===== src/rtl/jtag_tap_ctrl_if.sv =====
// jtag_tap_ctrl_if: pin-side and chain-side signals of the JTAG TAP controller
interface jtag_tap_ctrl_if #(
    parameter int IR_WIDTH = 4,
    parameter int NUM_USER = 2
);
    logic                tms;
    logic                tdi;
    logic                tdo;
    logic                tdo_en;
    logic [IR_WIDTH-1:0] ir_out;
    logic                test_logic_reset;
    logic [NUM_USER-1:0] user_sel;
    logic                capture_dr;
    logic                shift_dr;
    logic                update_dr;
    logic [NUM_USER-1:0] tdo_user;

    modport master (
        output tms, tdi, tdo_user,
        input  tdo, tdo_en, ir_out, test_logic_reset, user_sel, capture_dr, shift_dr, update_dr
    );

    modport slave (
        input  tms, tdi, tdo_user,
        output tdo, tdo_en, ir_out, test_logic_reset, user_sel, capture_dr, shift_dr, update_dr
    );
endinterface


===== src/rtl/jtag_tap_ctrl.sv =====
// jtag_tap_ctrl: IEEE 1149.1 TAP state machine with IR, BYPASS, IDCODE and user-chain TDO mux
module jtag_tap_ctrl #(
    parameter int          IR_WIDTH      = 4,
    parameter logic [31:0] IDCODE_VALUE  = 32'h1000_0001,
    parameter int          IDCODE_OPCODE = 1,
    parameter int          NUM_USER      = 2,
    parameter int          USER_BASE     = 8
) (
    input  logic            tck,
    input  logic            trst_n,
    jtag_tap_ctrl_if.slave  jtag
);
    typedef enum logic [3:0] {
        TLR, RTI, SEL_DR, CAP_DR, SH_DR, EX1_DR, PA_DR, EX2_DR, UPD_DR,
        SEL_IR, CAP_IR, SH_IR, EX1_IR, PA_IR, EX2_IR, UPD_IR
    } state_t;

    localparam logic [IR_WIDTH-1:0] ID_OP = IR_WIDTH'(IDCODE_OPCODE);

    state_t              state_q, state_d;
    logic [IR_WIDTH-1:0] ir_sr_q, ir_q, ir_out_w;
    logic [31:0]         id_sr_q;
    logic                bypass_q, tdo_q, tdo_en_q, is_id, dr_bit;
    logic [NUM_USER-1:0] user_sel_w;

    // TAP state register
    always_ff @(posedge tck or negedge trst_n) begin
        if (!trst_n) state_q <= TLR;
        else         state_q <= state_d;
    end

    // 1149.1 TMS transition table
    always_comb begin
        state_d = state_q;
        case (state_q)
            TLR:    state_d = jtag.tms ? TLR    : RTI;
            RTI:    state_d = jtag.tms ? SEL_DR : RTI;
            SEL_DR: state_d = jtag.tms ? SEL_IR : CAP_DR;
            CAP_DR: state_d = jtag.tms ? EX1_DR : SH_DR;
            SH_DR:  state_d = jtag.tms ? EX1_DR : SH_DR;
            EX1_DR: state_d = jtag.tms ? UPD_DR : PA_DR;
            PA_DR:  state_d = jtag.tms ? EX2_DR : PA_DR;
            EX2_DR: state_d = jtag.tms ? UPD_DR : SH_DR;
            UPD_DR: state_d = jtag.tms ? SEL_DR : RTI;
            SEL_IR: state_d = jtag.tms ? TLR    : CAP_IR;
            CAP_IR: state_d = jtag.tms ? EX1_IR : SH_IR;
            SH_IR:  state_d = jtag.tms ? EX1_IR : SH_IR;
            EX1_IR: state_d = jtag.tms ? UPD_IR : PA_IR;
            PA_IR:  state_d = jtag.tms ? EX2_IR : PA_IR;
            EX2_IR: state_d = jtag.tms ? UPD_IR : SH_IR;
            UPD_IR: state_d = jtag.tms ? SEL_DR : RTI;
        endcase
    end

    // Instruction decode; the forced opcode in TLR makes the reload visible on the entering edge
    always_comb begin
        ir_out_w = state_q == TLR ? ID_OP : ir_q;
        is_id    = ir_out_w == ID_OP;
        for (int k = 0; k < NUM_USER; k++)
            user_sel_w[k] = !is_id && ir_out_w == IR_WIDTH'(USER_BASE + k);
        dr_bit = |user_sel_w ? |(user_sel_w & jtag.tdo_user) : is_id ? id_sr_q[0] : bypass_q;
    end

    // Capture/shift of the IR and internal DR shift registers; they hold in Exit/Pause
    always_ff @(posedge tck or negedge trst_n) begin
        if (!trst_n) begin
            ir_sr_q  <= '0;
            id_sr_q  <= '0;
            bypass_q <= 1'b0;
        end else begin
            if (state_q == CAP_IR)     ir_sr_q <= IR_WIDTH'(1);
            else if (state_q == SH_IR) ir_sr_q <= {jtag.tdi, ir_sr_q[IR_WIDTH-1:1]};
            if (state_q == CAP_DR) begin
                id_sr_q  <= IDCODE_VALUE;
                bypass_q <= 1'b0;
            end else if (state_q == SH_DR) begin
                id_sr_q  <= {jtag.tdi, id_sr_q[31:1]};
                bypass_q <= jtag.tdi;
            end
        end
    end

    // Falling-edge IR update and TDO retiming
    always_ff @(negedge tck or negedge trst_n) begin
        if (!trst_n) begin
            ir_q     <= ID_OP;
            tdo_q    <= 1'b0;
            tdo_en_q <= 1'b0;
        end else begin
            ir_q     <= state_q == UPD_IR ? ir_sr_q : state_q == TLR ? ID_OP : ir_q;
            tdo_en_q <= state_q == SH_IR || state_q == SH_DR;
            tdo_q    <= state_q == SH_IR ? ir_sr_q[0] : state_q == SH_DR ? dr_bit : tdo_q;
        end
    end

    assign jtag.tdo              = tdo_q;
    assign jtag.tdo_en           = tdo_en_q;
    assign jtag.ir_out           = ir_out_w;
    assign jtag.test_logic_reset = state_q == TLR;
    assign jtag.user_sel         = user_sel_w;
    assign jtag.capture_dr       = state_q == CAP_DR && |user_sel_w;
    assign jtag.shift_dr         = state_q == SH_DR && |user_sel_w;
    assign jtag.update_dr        = state_q == UPD_DR && |user_sel_w;
endmodule


===== src/flat_wrapper.sv =====
// flat-port wrapper written by rule: the top's interface ports become plain ports
module jtag_tap_ctrl_flat 
#(
    parameter int          IR_WIDTH      = 4,
    parameter logic [31:0] IDCODE_VALUE  = 32'h1000_0001,
    parameter int          IDCODE_OPCODE = 1,
    parameter int          NUM_USER      = 2,
    parameter int          USER_BASE     = 8
)
  (tck, trst_n, jtag_tms, jtag_tdi, jtag_tdo_user, jtag_tdo, jtag_tdo_en, jtag_ir_out, jtag_test_logic_reset, jtag_user_sel, jtag_capture_dr, jtag_shift_dr, jtag_update_dr);
  jtag_tap_ctrl_if #(.IR_WIDTH(IR_WIDTH), .NUM_USER(NUM_USER)) jtag_i ();
  input  logic tck;
  input  logic trst_n;
  input wire logic [$bits(jtag_i.tms)-1:0] jtag_tms;
  input wire logic [$bits(jtag_i.tdi)-1:0] jtag_tdi;
  input wire logic [$bits(jtag_i.tdo_user)-1:0] jtag_tdo_user;
  output wire logic [$bits(jtag_i.tdo)-1:0] jtag_tdo;
  output wire logic [$bits(jtag_i.tdo_en)-1:0] jtag_tdo_en;
  output wire logic [$bits(jtag_i.ir_out)-1:0] jtag_ir_out;
  output wire logic [$bits(jtag_i.test_logic_reset)-1:0] jtag_test_logic_reset;
  output wire logic [$bits(jtag_i.user_sel)-1:0] jtag_user_sel;
  output wire logic [$bits(jtag_i.capture_dr)-1:0] jtag_capture_dr;
  output wire logic [$bits(jtag_i.shift_dr)-1:0] jtag_shift_dr;
  output wire logic [$bits(jtag_i.update_dr)-1:0] jtag_update_dr;
  assign jtag_i.tms = jtag_tms;
  assign jtag_i.tdi = jtag_tdi;
  assign jtag_i.tdo_user = jtag_tdo_user;
  assign jtag_tdo = jtag_i.tdo;
  assign jtag_tdo_en = jtag_i.tdo_en;
  assign jtag_ir_out = jtag_i.ir_out;
  assign jtag_test_logic_reset = jtag_i.test_logic_reset;
  assign jtag_user_sel = jtag_i.user_sel;
  assign jtag_capture_dr = jtag_i.capture_dr;
  assign jtag_shift_dr = jtag_i.shift_dr;
  assign jtag_update_dr = jtag_i.update_dr;
  jtag_tap_ctrl #(.IR_WIDTH(IR_WIDTH), .IDCODE_VALUE(IDCODE_VALUE), .IDCODE_OPCODE(IDCODE_OPCODE), .NUM_USER(NUM_USER), .USER_BASE(USER_BASE)) u_core (.tck(tck), .trst_n(trst_n), .jtag(jtag_i));
endmodule

===== config.mk =====
export PLATFORM = sky130hd
export DESIGN_NAME = jtag_tap_ctrl_flat
export DESIGN_NICKNAME = d
export VERILOG_FILES = /design/src/rtl/jtag_tap_ctrl_if.sv /design/src/rtl/jtag_tap_ctrl.sv /design/src/flat_wrapper.sv
export SDC_FILE = /design/constraint.sdc
export NUM_CORES = 1
export LEC_CHECK = 0
export ABC_AREA = 1
export CELL_PAD_IN_SITES_DETAIL_PLACEMENT = 0
export CELL_PAD_IN_SITES_GLOBAL_PLACEMENT = 1
export CORE_AREA = 8 8 74 83
export CTS_CLUSTER_SIZE = 24
export DETAILED_ROUTE_END_ITERATION = 16
export DIE_AREA = 0 0 82 91
export DONT_BUFFER_PORTS = 1
export HOLD_SLACK_MARGIN = 0.08
export PLACE_DENSITY = 0.69
export SLEW_MARGIN = 15
export SYNTH_ARGS = -nofsm -noshare
export SYNTH_HDL_FRONTEND = slang
export SYNTH_SLANG_ARGS = --single-unit

===== constraint.sdc =====
create_clock -name tck -period 2.76 [get_ports tck]
set_clock_uncertainty 0.05 [all_clocks]
set_input_delay 0.276 -clock tck [delete_from_list [all_inputs] [get_ports tck]]
set_output_delay 0.276 -clock tck [all_outputs]
set_load 0.01 [all_outputs]

==> run summary, run 1 <==
The run finished, with violations left. The checks that failed: setup timing. IR analysis of the VDD net gives a maximum drop of 0.529 mV. The category of the worst setup path launch point was a register. The total number of placement rows is 27, and the total via count in the routed design is 1,544. The tools report the clock sink count as 46. The number of warnings reported in the yosys synthesis log was 0; the floorplan die area was 7460 µm². The detailed-route wire length per cell is 13.6 µm, and the post-synthesis sequential area ratio is 0.557.

Slew of the pin with the lowest slew margin: 0.430 ns. The top cell types in the final layout, fill and taps aside, are sky130_fd_sc_hd__inv_1 (48), sky130_fd_sc_hd__dfrtp_1 (38), sky130_fd_sc_hd__o22ai_1 (31), sky130_fd_sc_hd__nand2_1 (25), sky130_fd_sc_hd__buf_4 (16). Among the stages of the critical path, the cell type that occurs most often is sky130_fd_sc_hd__buf_6. Routability-driven placement finished with a final weighted congestion of 0.877. No sink is reached through more buffers than the 2 on the longest clock path.

The library cell used most frequently in the layout, excluding fill and tap cells, is sky130_fd_sc_hd__inv_1. The slowest cell on the critical path was sky130_fd_sc_hd__dfrtn_1. Relative max-transition margin: 0.712. The aggregate global routing overflow came out at 0. Final count of negative-setup-slack endpoints: 6. Buffers placed on the I/O ports in this run total 0.

For the count of placed standard cells in the final layout, fillers left out, the log shows 311. The run gives 2500 µm² as the post-route cell area. The tools report the area after detailed placement as 2210 µm². In the routed layout, each cell is associated on average with a via count of 4.96. The worst stage delay on the critical path is 0.47 ns.

The number of different library cells used by synthesis comes to 27. Power spread over the standard cell area amounts to 843 nW/µm². The worst hold path terminates at u_core.state_q[2]. The tools report the critical path endpoint category as an output port.

The pre-antenna-repair detailed-routing pass consisted of 4 iterations. The total standard cell area after synthesis is 2070 µm². Start point of the worst min-delay path: jtag_tms. For the worst setup path, the data arrival time is 2.59 ns. Once placement completed, the tool counted placed cells totaling 293.

Detailed placement ended at an HPWL of 2870 µm. When the netlist entered floorplanning its net count stood at 232. The global router's overall resource usage came out at 0.120. The floorplan step set the die height to 91 µm. For the final routed database, the setup TNS stands at -0.748 ns. Starting utilization of the core area: 0.431. The cell count after synthesis came out at 226. The reg-to-reg startpoint was u_core.state_q[0].

The repair_antennas step left the layout with diodes totalling 0. The worst register-to-register path has a depth of 10. The required time at the endpoint of the critical path came out at 2.43 ns.

The design draws 2110 µW. For the area of the core, the log shows 4800 µm². The iteration-0 DRC count of the detailed router came out at 65. The tool flagged a number of max-cap violations equal to 0. Setup repair after global routing could not meet its margin everywhere. The top cell family by delay on the critical path is flip-flops.

The kind of critical path is register to output port. The share of layout cells above drive strength 1 is 0.261. In this run the static leakage power is 0.00118 µW. The buffers plus inverters on the worst setup path works out to 2.

Clock-pin slew was measured on the worst setup and hold paths at 0.08 ns. TritonCTS built the clock tree. The slack of the worst reg-to-reg path is -0.11 ns, and the number of placed I/O pins is 18.

The worst hold path depth was 1; the synthesis-to-layout area growth was 21.0%. Entering global routing, the biggest net connects 41 pins. Of all nets on the critical path, the largest fanout is 3. The tools report the number of pins exceeding their max-slew limit in the final report as 0. For the number of antenna violations at the first check in global routing, the log shows 0.

In this run the critical register-to-register path is captured at u_core.jtag.tdo. The logs give 0 for the DRC violation count after routing and -0.154 ns for the minimum setup slack in the final design. The die extent in x was 82 µm.

Global-route wire length before repair: 7040 µm. The run gives 1,552 as the number of global-route vias before repair. Clock latency on the worst-skew pair, taken at its later pin, is 0.34 ns. The synthesized design contains 46 register bits. For the number of nets at the end of the flow, the log shows 258.

The min-delay analysis places its worst path in the category input port to register. Clock tree synthesis inserted a total of 5 buffers. The run gives 4230 µm as the sum of routed wire length over all layers. The critical path goes through buf_6, nand3_4, nor2_4, buf_6. Across all hold checks on the routed design, the worst slack comes to 0.105 ns.

For the depth of the CTS H-tree, the log shows 2. Root cell of the clock tree: sky130_fd_sc_hd__clkbuf_8. The tools report the number of hold-slack violations in the final timing report as 0. The run gives 0 as the post-detailed-route count of antenna-violating nets. Each instance of the synthesized netlist takes up on average 9.15 µm².
==> where the power goes <==
part,internal (µW),switching [µW],leakage [µW]
clock network,202,219,0.0000487
logic,298,491,0.000513
registers,812,85.4,0.000615
total,1310,796,0.00118
==> layer usage <==
layer,GRT usage,vias to the layer above,wire length (µm),share of wire
met5,0,-,0,0
met4,0.0440,0,57,0.013
met3,0.0424,6,205,0.048
met2,0.196,26,2180,0.52
met1,0.139,723,1790,0.42
li1,-,789,-,-
==> cells by family after synthesis <==
group,synth area share
buffers and inverters,0.120
flip-flops,0.557
AO/OA/AOI/OAI,0.162
AND/OR/NAND/NOR,0.161
==> state kept, by name (all words and copies together), names as in the netlist <==
register,cells
u_core.id_sr_q,32
u_core.state_q,4
u_core.ir_sr_q,4
u_core.ir_q,4
u_core.jtag.tdo_en,1
u_core.jtag.tdo,1
==> worst register-to-register path, stage by stage, from the launching register on <==
cell and delay [ns]:
sky130_fd_sc_hd__dfrtp_2 0.44, sky130_fd_sc_hd__nor2_4 0.15, sky130_fd_sc_hd__nand2_4 0.11, sky130_fd_sc_hd__o21ai_4 0.09, sky130_fd_sc_hd__buf_4 0.13, sky130_fd_sc_hd__buf_6 0.09, sky130_fd_sc_hd__nand2_1 0.04, sky130_fd_sc_hd__nand2_1 0.08
sky130_fd_sc_hd__nand3_2 0.08, sky130_fd_sc_hd__nand3_2 0.05, sky130_fd_sc_hd__nand2_1 0.04
==> worst max path at each step <==
stage | startpoint | end | slack, ns | cells past startpoint
floorplan | u_core.state_q[2] | u_core.jtag.tdo | 0.06 | 8
global placement | u_core.ir_q[0] | jtag_user_sel[1] | 0.06 | 4
detailed placement | u_core.state_q[2] | u_core.jtag.tdo | 0.03 | 8
CTS | u_core.ir_q[0] | jtag_user_sel[1] | -0.18 | 4
global route | u_core.ir_q[0] | jtag_user_sel[1] | -0.22 | 4
finish | u_core.ir_q[3] | jtag_user_sel[0] | -0.15 | 4
==> synthesized netlist by cell type, drive strengths merged <==
master / instances / area, µm²
o21ai: 17 / 88.8
dfrtn: 5 / 125
a22oi: 2 / 15.0
nand3: 9 / 62.6
nand2: 33 / 156
a21oi: 2 / 13.8
buf: 6 / 41.3
a31oi: 1 / 6.26
o2111ai: 2 / 17.5
inv: 55 / 206
dfstp: 1 / 26.3
o22ai: 31 / 194
dfrtp: 40 / 1000
nor2: 21 / 104
nor3: 1 / 10.0
==> layout make-up <==
type | count | area (µm²)
clock buffers | 6 | 82.6
repair buffers | 25 | 228
clock inverters | 3 | 16.3
well taps | 58 | 72.6
fillers | 451 | 2290
inverters | 54 | 208
flip-flops and latches | 46 | 1150
multi-input cells | 119 | 741
==> repair_timing <==
item / in CTS / in global routing
hold buffers: 3 / 0
cloned: 0 / 0
setup endpoints to repair: 8 / 9
pin swaps: 6 / 6
endpoints found under the hold margin: 42 / 0
buffers inserted: 3 / 4
resized for setup: 16 / 16
==> metrics by stage <==
step / worst slack [ns] / util
finish: -0.154 / 0.522
global route: -0.225 / 0.522
CTS: -0.177 / 0.503
detailed placement: 0.0319 / 0.461
global placement: 0.0561 / 0.461
floorplan: 0.0607 / -
No activity file was read; power rests on OpenSTA's default activity.
==> inputs of run 2 (changes only) <==
--- a/config.mk
+++ b/config.mk
@@ -8,13 +8,15 @@
 export ABC_AREA = 1
 export CELL_PAD_IN_SITES_DETAIL_PLACEMENT = 0
 export CELL_PAD_IN_SITES_GLOBAL_PLACEMENT = 1
-export CORE_AREA = 8 8 74 83
+export CORE_AREA = 8 8 71 79
+export CTS_BUF_LIST = sky130_fd_sc_hd__clkbuf_4 sky130_fd_sc_hd__clkbuf_8 sky130_fd_sc_hd__clkbuf_16
 export CTS_CLUSTER_SIZE = 24
 export DETAILED_ROUTE_END_ITERATION = 16
-export DIE_AREA = 0 0 82 91
+export DIE_AREA = 0 0 79 87
 export DONT_BUFFER_PORTS = 1
+export GPL_ROUTABILITY_DRIVEN = 1
 export HOLD_SLACK_MARGIN = 0.08
-export PLACE_DENSITY = 0.69
+export PLACE_DENSITY = 0.75
 export SLEW_MARGIN = 15
 export SYNTH_ARGS = -nofsm -noshare
 export SYNTH_HDL_FRONTEND = slang
==> run 2 against run 1 <==
Effect of this change: the run still ends with setup timing left; final cell count up 1.9%; utilization up 5.8 points; via count rose by 3.3%; flip-flop and latch count stayed put; worst setup slack worse by 0.043 ns; first-iteration DRC count rose by 88%; cell area up 2.5%; largest cell class unchanged.
==> run summary, run 2 (synthesis results as in run 1) <==
For the minimum setup slack in the final design, the log shows -0.197 ns (was -0.154 ns). The slew of the pin with the lowest slew margin works out to 0.395 ns (was 0.430 ns). The detailed-route vias per instance is 5.03 (was 4.96), and the number of placed I/O pins is 18 (unchanged). The flip-flop count of the largest register, all copies and words added was 32 (unchanged). The most common cell after layout, fill and taps aside is sky130_fd_sc_hd__inv_1 (unchanged). The tools report the global router's overall resource usage as 0.136 (was 0.120). Failing checks: setup timing (unchanged).

The overall die height came out at 87 µm (was 91 µm). The floorplan die area came out at 6870 µm² (was 7460 µm²). Number of hold-slack violations in the final timing report: 0 (unchanged). Most frequent cells in the layout: sky130_fd_sc_hd__inv_1 (48), sky130_fd_sc_hd__dfrtp_1 (39), sky130_fd_sc_hd__o22ai_1 (31), sky130_fd_sc_hd__nand2_1 (25), sky130_fd_sc_hd__buf_4 (23) (was sky130_fd_sc_hd__inv_1 (48), sky130_fd_sc_hd__dfrtp_1 (38), sky130_fd_sc_hd__o22ai_1 (31), sky130_fd_sc_hd__nand2_1 (25), sky130_fd_sc_hd__buf_4 (16)). The number of global-route vias before repair was 1,567 (was 1,552); the synthesis-to-layout area growth was 24.0% (was 21.0%).

The run gives 1,595 (was 1,544) as the total via count in the routed design. The DRC violation count after routing is 0 (unchanged), and the weighted congestion at the end of routability-driven global placement is 0.878 (was 0.877). For the data arrival time of the critical path, the log shows 2.63 ns (was 2.59 ns).

TritonCTS built the clock tree. The depth of the CTS H-tree is 2 (unchanged). The tools report the latest clock arrival within the worst-skew pair as 0.35 ns (was 0.34 ns). The count of buffers inserted at the top-level ports is 0 (unchanged). The required time at the endpoint of the critical path was 2.43 ns (about the same); the global-route wire length before repair was 7380 µm (was 7040 µm).

Fill cell instance count of the final layout: 401 (was 451). The part of the power in registers is 0.417 (was 0.426). For the number of nets at the end of the flow, the log shows 266 (was 258). The tools report the iteration-0 DRC count of the detailed router as 122 (was 65). The area of the core came out at 4420 µm² (was 4800 µm²).

The tools report the critical path endpoint category as an output port (unchanged). For the post-detailed-route count of antenna-violating nets, the log shows 0 (unchanged). The run gives -1.01 ns (was -0.748 ns) as the final setup TNS. Register bank with the most flops: u_core.id_sr_q (unchanged). The final count of negative-setup-slack endpoints is 9 (was 6), and the worst ir drop on vdd is 0.476 mV (was 0.529 mV). Startpoint of the most critical setup path: u_core.ir_q[0] (was u_core.ir_q[3]). The number of cell instances on the worst register-to-register path works out to 9 (was 10).

The number of violations of the max-capacitance limit was 0 (unchanged); the aggregate global routing overflow was 0 (unchanged). Category of the worst setup path launch point: a register (unchanged). Die extent in x: 79 µm (was 82 µm).

The power density of the placed cells is 837 nW/µm² (was 843 nW/µm²), and the part of the total power dissipated in the clock network is 0.195 (was 0.200). The switching power of the nets was 830 µW (was 796 µW). For the combinational cell fraction of total power, the log shows 0.389 (was 0.374). The relative max-transition margin is 0.735 (was 0.712), and the share of layout cells above drive strength 1 is 0.280 (was 0.261).

The final core area utilization was 0.579 (was 0.522). The number of pins exceeding their max-slew limit in the final report came out at 0 (unchanged). The tools report the timing endpoint of the critical path as jtag_user_sel[1] (was jtag_user_sel[0]). The buffer depth of the longest clock path was 2 (unchanged); the total iterations of the first detailed-routing run was 4 (unchanged). For the leakage power of the design, the log shows 0.00122 µW (was 0.00118 µW). The tools report the reg-to-reg endpoint as u_core.jtag.tdo (unchanged). The worst-path maximum fanout works out to 3 (unchanged). The slack of the worst reg-to-reg path is -0.06 ns (was -0.11 ns). The clock transition time at the flip-flop clock pins of the worst setup and hold paths was 0.08 ns (about the same); the detailed placer's ending HPWL was 2810 µm (was 2870 µm).

The switching share of total power is 0.387 (was 0.377). Setup repair after global routing could not meet its margin everywhere. The sum of routed wire length over all layers came out at 4430 µm (was 4230 µm). The tools report the largest net degree at the start of global routing as 41 (unchanged).

The pre-CTS setup slack came out at 0.0302 ns (was 0.0319 ns). The detailed-route wire length per cell was 14.0 µm (was 13.6 µm). The starting utilization of the core area is 0.467 (was 0.431), and the total number of placement rows is 26 (was 27). Root cell of the clock tree: sky130_fd_sc_hd__clkbuf_8 (unchanged).

Kind of critical path: register to output port (unchanged). The class of the tightest hold or removal check was input port to register (unchanged). The number of antenna violations at the first check in global routing is 0 (unchanged), and the clock sink count is 46 (unchanged). The tools report the number of buffers added by the clock tree synthesis step as 5 (unchanged). Reg-to-reg startpoint: u_core.state_q[1] (was u_core.state_q[0]). The flow ran to the end, but the final reports show violations. The tools report the total inserted antenna cells as 0 (unchanged).

Internal cell power: 1320 µW (was 1310 µW).
## run 2: cell types whose count changed in the layout (fill, tap and decap cells not counted), sizes merged
cell         delta
clkbuf          -1
clkinv          +2
dlygate4sd3     +1
clkinvlp        -1
buf             +7
## run 2: power groups by stage
stage	Sequential [µW]	Clock [µW]	Combinational (µW)
floorplan	901	4.53	539
global placement	903	4.53	697
detailed placement	905	4.53	692
CTS	893	436	735
global route	907	461	930
finish	894	418	834
## run 2: worst min path at each step
stage / slack [ns] / cells past startpoint / start / to
after floorplan: -0.07 / 0 / trst_n / u_core.id_sr_q[0]
after global placement: -0.07 / 0 / trst_n / u_core.id_sr_q[17]
after detailed placement: -0.07 / 0 / trst_n / u_core.id_sr_q[18]
after CTS: 0.09 / 1 / jtag_tms / u_core.state_q[2]
after global routing: 0.14 / 2 / jtag_tms / u_core.state_q[2]
final: 0.11 / 2 / jtag_tms / u_core.state_q[2]
## run 2: timing repair
| action | CTS | global route |
|---|---|---|
| endpoints found under the setup margin | 8 | 12 |
| setup buffers | 7 | 5 |
| hold buffers | 3 | 1 |
| pin swaps | 8 | 8 |
| endpoints found under the hold margin | 42 | 1 |
| resized for setup | 18 | 15 |
## run 2: worst max-delay path, cell delays in order (launching register included)
cell and delay, ns:
sky130_fd_sc_hd__dfstp_2 0.52, sky130_fd_sc_hd__inv_2 0.05, sky130_fd_sc_hd__o21ai_4 0.15, sky130_fd_sc_hd__inv_2 0.06, sky130_fd_sc_hd__nor2_4 0.11
## run 2: cell type report
type,instances,area (µm²),area share
timing repair buffer,33,290,0.113
clock buffer,5,68.8,0.0268
clock inverter,4,25.0,0.00976
sequential,46,1150,0.450
inverter,54,208,0.0810
multi-input combinational,119,748,0.292
tap,56,70.1,0.0273
## run 2: through the flow
step                total power [µW]  instance area [µm²]  hold WS [ns]  std cells
finish                          2150                 2560         0.109        317
global route                    2300                 2560         0.139        317
CTS                             2060                 2460        0.0856        311
detailed placement              1600                 2220       -0.0682        293
global placement                1600                 2220       -0.0680        293
floorplan                       1440                 2070       -0.0696        226
## run 2: routing by layer
layer	track usage	vias up	part of all wire
met5	0	-	0
met4	0.0641	0	0.022
met3	0.0434	9	0.042
met2	0.206	28	0.50
met1	0.171	760	0.43
li1	-	798	-
==> inputs of run 3 (changes only) <==
--- a/config.mk
+++ b/config.mk
@@ -8,15 +8,15 @@
 export ABC_AREA = 1
 export CELL_PAD_IN_SITES_DETAIL_PLACEMENT = 0
 export CELL_PAD_IN_SITES_GLOBAL_PLACEMENT = 1
-export CORE_AREA = 8 8 71 79
+export CORE_AREA = 8 8 76 84
 export CTS_BUF_LIST = sky130_fd_sc_hd__clkbuf_4 sky130_fd_sc_hd__clkbuf_8 sky130_fd_sc_hd__clkbuf_16
 export CTS_CLUSTER_SIZE = 24
 export DETAILED_ROUTE_END_ITERATION = 16
-export DIE_AREA = 0 0 79 87
+export DIE_AREA = 0 0 84 92
 export DONT_BUFFER_PORTS = 1
 export GPL_ROUTABILITY_DRIVEN = 1
 export HOLD_SLACK_MARGIN = 0.08
-export PLACE_DENSITY = 0.75
+export PLACE_DENSITY = 0.69
 export SLEW_MARGIN = 15
 export SYNTH_ARGS = -nofsm -noshare
 export SYNTH_HDL_FRONTEND = slang
==> constraint.sdc (replaced) <==
create_clock -name tck -period 2.6 [get_ports tck]
set_clock_uncertainty 0.05 [all_clocks]
set_input_delay 0.26 -clock tck [delete_from_list [all_inputs] [get_ports tck]]
set_output_delay 0.26 -clock tck [all_outputs]
set_load 0.01 [all_outputs]
==> run 3 against run 2 <==
Effect of this change: the flow still finishes with violations (setup timing); wire length rose by 2.0%; sequential share of layout area shrank 0.82 points; clock power increased by 30%; sequential power is 5.3% higher; critical path type unchanged; largest cell class unchanged.
==> run summary, run 3 (synthesis results as in run 1) <==
Synthesis-to-layout area growth: 26.1% (was 24.0%). The data arrival time of the critical path was 2.55 ns (was 2.63 ns). The logs give 0 (unchanged) for the number of hold-slack violations in the final timing report and 2.29 ns (was 2.43 ns) for the required time at the endpoint of the critical path. For the buffer depth of the longest clock path, the log shows 2 (unchanged).

The tools report the global-route wire length before repair as 7710 µm (was 7380 µm). Series of cell instances along the critical path: inv_2, buf_6, nand2_4, nor2_4, buf_6 (was inv_2, o21ai_4, inv_2, nor2_4). The count of placed standard cells in the final layout, fillers left out is 320 (was 317), and the number of buffers added by the clock tree synthesis step is 5 (unchanged).

The run gives 46 (unchanged) as the clock sink count. For the detailed placer's ending HPWL, the log shows 3000 µm (was 2810 µm). The slew of the pin with the lowest slew margin was 0.433 ns (was 0.395 ns); the starting utilization of the core area was 0.416 (was 0.467). The clock transition time at the flip-flop clock pins of the worst setup and hold paths is 0.08 ns (about the same), and the iteration-0 DRC count of the detailed router is 62 (was 122). The run gives 18 (unchanged) as the number of placed I/O pins.

The latest clock arrival within the worst-skew pair is 0.35 ns (about the same), and the total number of placement rows is 27 (was 26). Category of the worst setup path launch point: a register (unchanged). The depth of the CTS H-tree came out at 2 (unchanged). The buffers plus inverters on the worst setup path was 3 (was 2); the number of violations of the max-capacitance limit was 0 (unchanged). The weighted congestion at the end of routability-driven global placement was 0.791 (was 0.878). Most frequent cells in the layout: sky130_fd_sc_hd__inv_1 (47), sky130_fd_sc_hd__dfrtp_1 (40), sky130_fd_sc_hd__o22ai_1 (31), sky130_fd_sc_hd__buf_4 (23), sky130_fd_sc_hd__nand2_1 (22) (was sky130_fd_sc_hd__inv_1 (48), sky130_fd_sc_hd__dfrtp_1 (39), sky130_fd_sc_hd__o22ai_1 (31), sky130_fd_sc_hd__nand2_1 (25), sky130_fd_sc_hd__buf_4 (23)). The flip-flop count of the largest register, all copies and words added was 32 (unchanged).

The logs give 0 (unchanged) for the number of antenna violations at the first check in global routing and 0.379 (was 0.389) for the combinational cell fraction of total power. The tools report the total iterations of the first detailed-routing run as 4 (unchanged). For the internal cell power, the log shows 1510 µW (was 1320 µW). DRC violation count after routing: 0 (unchanged).

The tools report the sum of routed wire length over all layers as 4520 µm (was 4430 µm). Largest net degree at the start of global routing: 41 (unchanged). The power density of the placed cells came out at 916 nW/µm² (was 837 nW/µm²). Top cell family by delay on the critical path: flip-flops (unchanged). The run finished, with violations left. The total inserted antenna cells is 0 (unchanged), and the number of global-route vias before repair is 1,646 (was 1,567). Detailed-route vias per instance: 4.83 (was 5.03). Failing checks: setup timing (unchanged). The run gives 0 (unchanged) as the number of pins exceeding their max-slew limit in the final report. TritonCTS built the clock tree.

The number of cells in the design after placement was 301 (was 293). The worst stage delay on the critical path is 0.51 ns (was 0.52 ns). The class of the tightest hold or removal check is input port to register (unchanged). Kind of critical path: register to output port (unchanged). The switching power of the nets came out at 881 µW (was 830 µW).

Setup repair after global routing could not meet its margin everywhere. Floorplan die area: 7730 µm² (was 6870 µm²). The share of layout cells above drive strength 1 is 0.298 (was 0.280), and the worst-path maximum fanout is 2 (was 3).

The slowest cell on the critical path is sky130_fd_sc_hd__dfstp_2 (unchanged). The logs give 10 (was 9) for the final count of negative-setup-slack endpoints and 0.123 (was 0.136) for the global router's overall resource usage. The leakage power of the design is 0.00124 µW (was 0.00122 µW). Overall die height: 92 µm (was 87 µm). The register bank with the most flops is u_core.id_sr_q (unchanged). Number of nets at the end of the flow: 267 (was 266).

The post-detailed-route count of antenna-violating nets came out at 0 (unchanged). For the aggregate global routing overflow, the log shows 0 (unchanged). The tools report the minimum setup slack in the final design as -0.261 ns (was -0.197 ns). The detailed-route wire length per cell was 14.1 µm (was 14.0 µm).

Die extent in x: 84 µm (was 79 µm). Root cell of the clock tree: sky130_fd_sc_hd__clkbuf_8 (unchanged). The most common cell after layout, fill and taps aside is sky130_fd_sc_hd__inv_1 (unchanged). The switching share of total power came out at 0.368 (was 0.387). The run gives 0.227 (was 0.195) as the part of the total power dissipated in the clock network.

The worst ir drop on vdd is 0.527 mV (was 0.476 mV), and the count of buffers inserted at the top-level ports is 0 (unchanged). The relative max-transition margin was 0.710 (was 0.735). The area of the core is 4970 µm² (was 4420 µm²). The final core area utilization was 0.525 (was 0.579).

Critical path endpoint category: an output port (unchanged). The worst hold slack across all endpoints was 0.102 ns (was 0.109 ns). The run gives 0.394 (was 0.417) as the part of the power in registers.

The total via count in the routed design is 1,544 (was 1,595). The logs give -0.00893 ns (was 0.0302 ns) for the pre-CTS setup slack and -1.45 ns (was -1.01 ns) for the final setup TNS. The cell repeated most along the worst path was sky130_fd_sc_hd__buf_6 (was sky130_fd_sc_hd__inv_2).
==> run 3: power groups by stage <==
stage	clock network, µW	registers, µW	logic, µW
after floorplan	4.81	957	571
after global placement	4.81	958	773
after detailed placement	4.81	959	772
after CTS	562	942	840
after global routing	589	957	1010
final	543	941	906
==> run 3: worst paths after layout <==
check,cells past startpoint,slack [ns],from,to
max,5,-0.26,u_core.ir_q[0],jtag_user_sel[0]
min,2,0.10,jtag_tms,u_core.state_q[2]
max reg2reg,9,-0.08,u_core.state_q[0],u_core.jtag.tdo
min reg2reg,2,0.45,u_core.id_sr_q[26],u_core.id_sr_q[26]
max in group asynchronous,0,1.48,trst_n,u_core.ir_q[0]
min in group asynchronous,2,0.40,trst_n,u_core.ir_sr_q[0]
==> run 3: layout make-up <==
type | instances | area (µm²)
fill | 443 | 2360
timing repair buffer | 34 | 303
inverter | 54 | 208
clock buffer | 6 | 76.3
sequential | 46 | 1150
tap | 58 | 72.6
multi-input combinational | 119 | 756
clock inverter | 3 | 41.3
==> run 3: routing by layer <==
metal  vias to the layer above  routed length [µm]  GRT usage
met4                         0                  94     0.0519
met5                         -                   0          0
met3                        11                 182     0.0372
met2                        22                2210      0.203
li1                        797                   -          -
met1                       714                2030      0.144
==> run 3: what timing repair did <==
action                     in CTS  in global routing
hold endpoints to repair       43                  0
hold buffers                    3                  0
setup buffers                   6                  2
setup endpoints to repair       9                 13
pin swaps                       9                  9
resized for setup              23                 17
==> run 3: stage by stage <==
step	power [µW]	cell area (µm²)
final	2390	2610
after global routing	2550	2610
after CTS	2340	2540
after detailed placement	1740	2270
after global placement	1740	2270
after floorplan	1530	2070
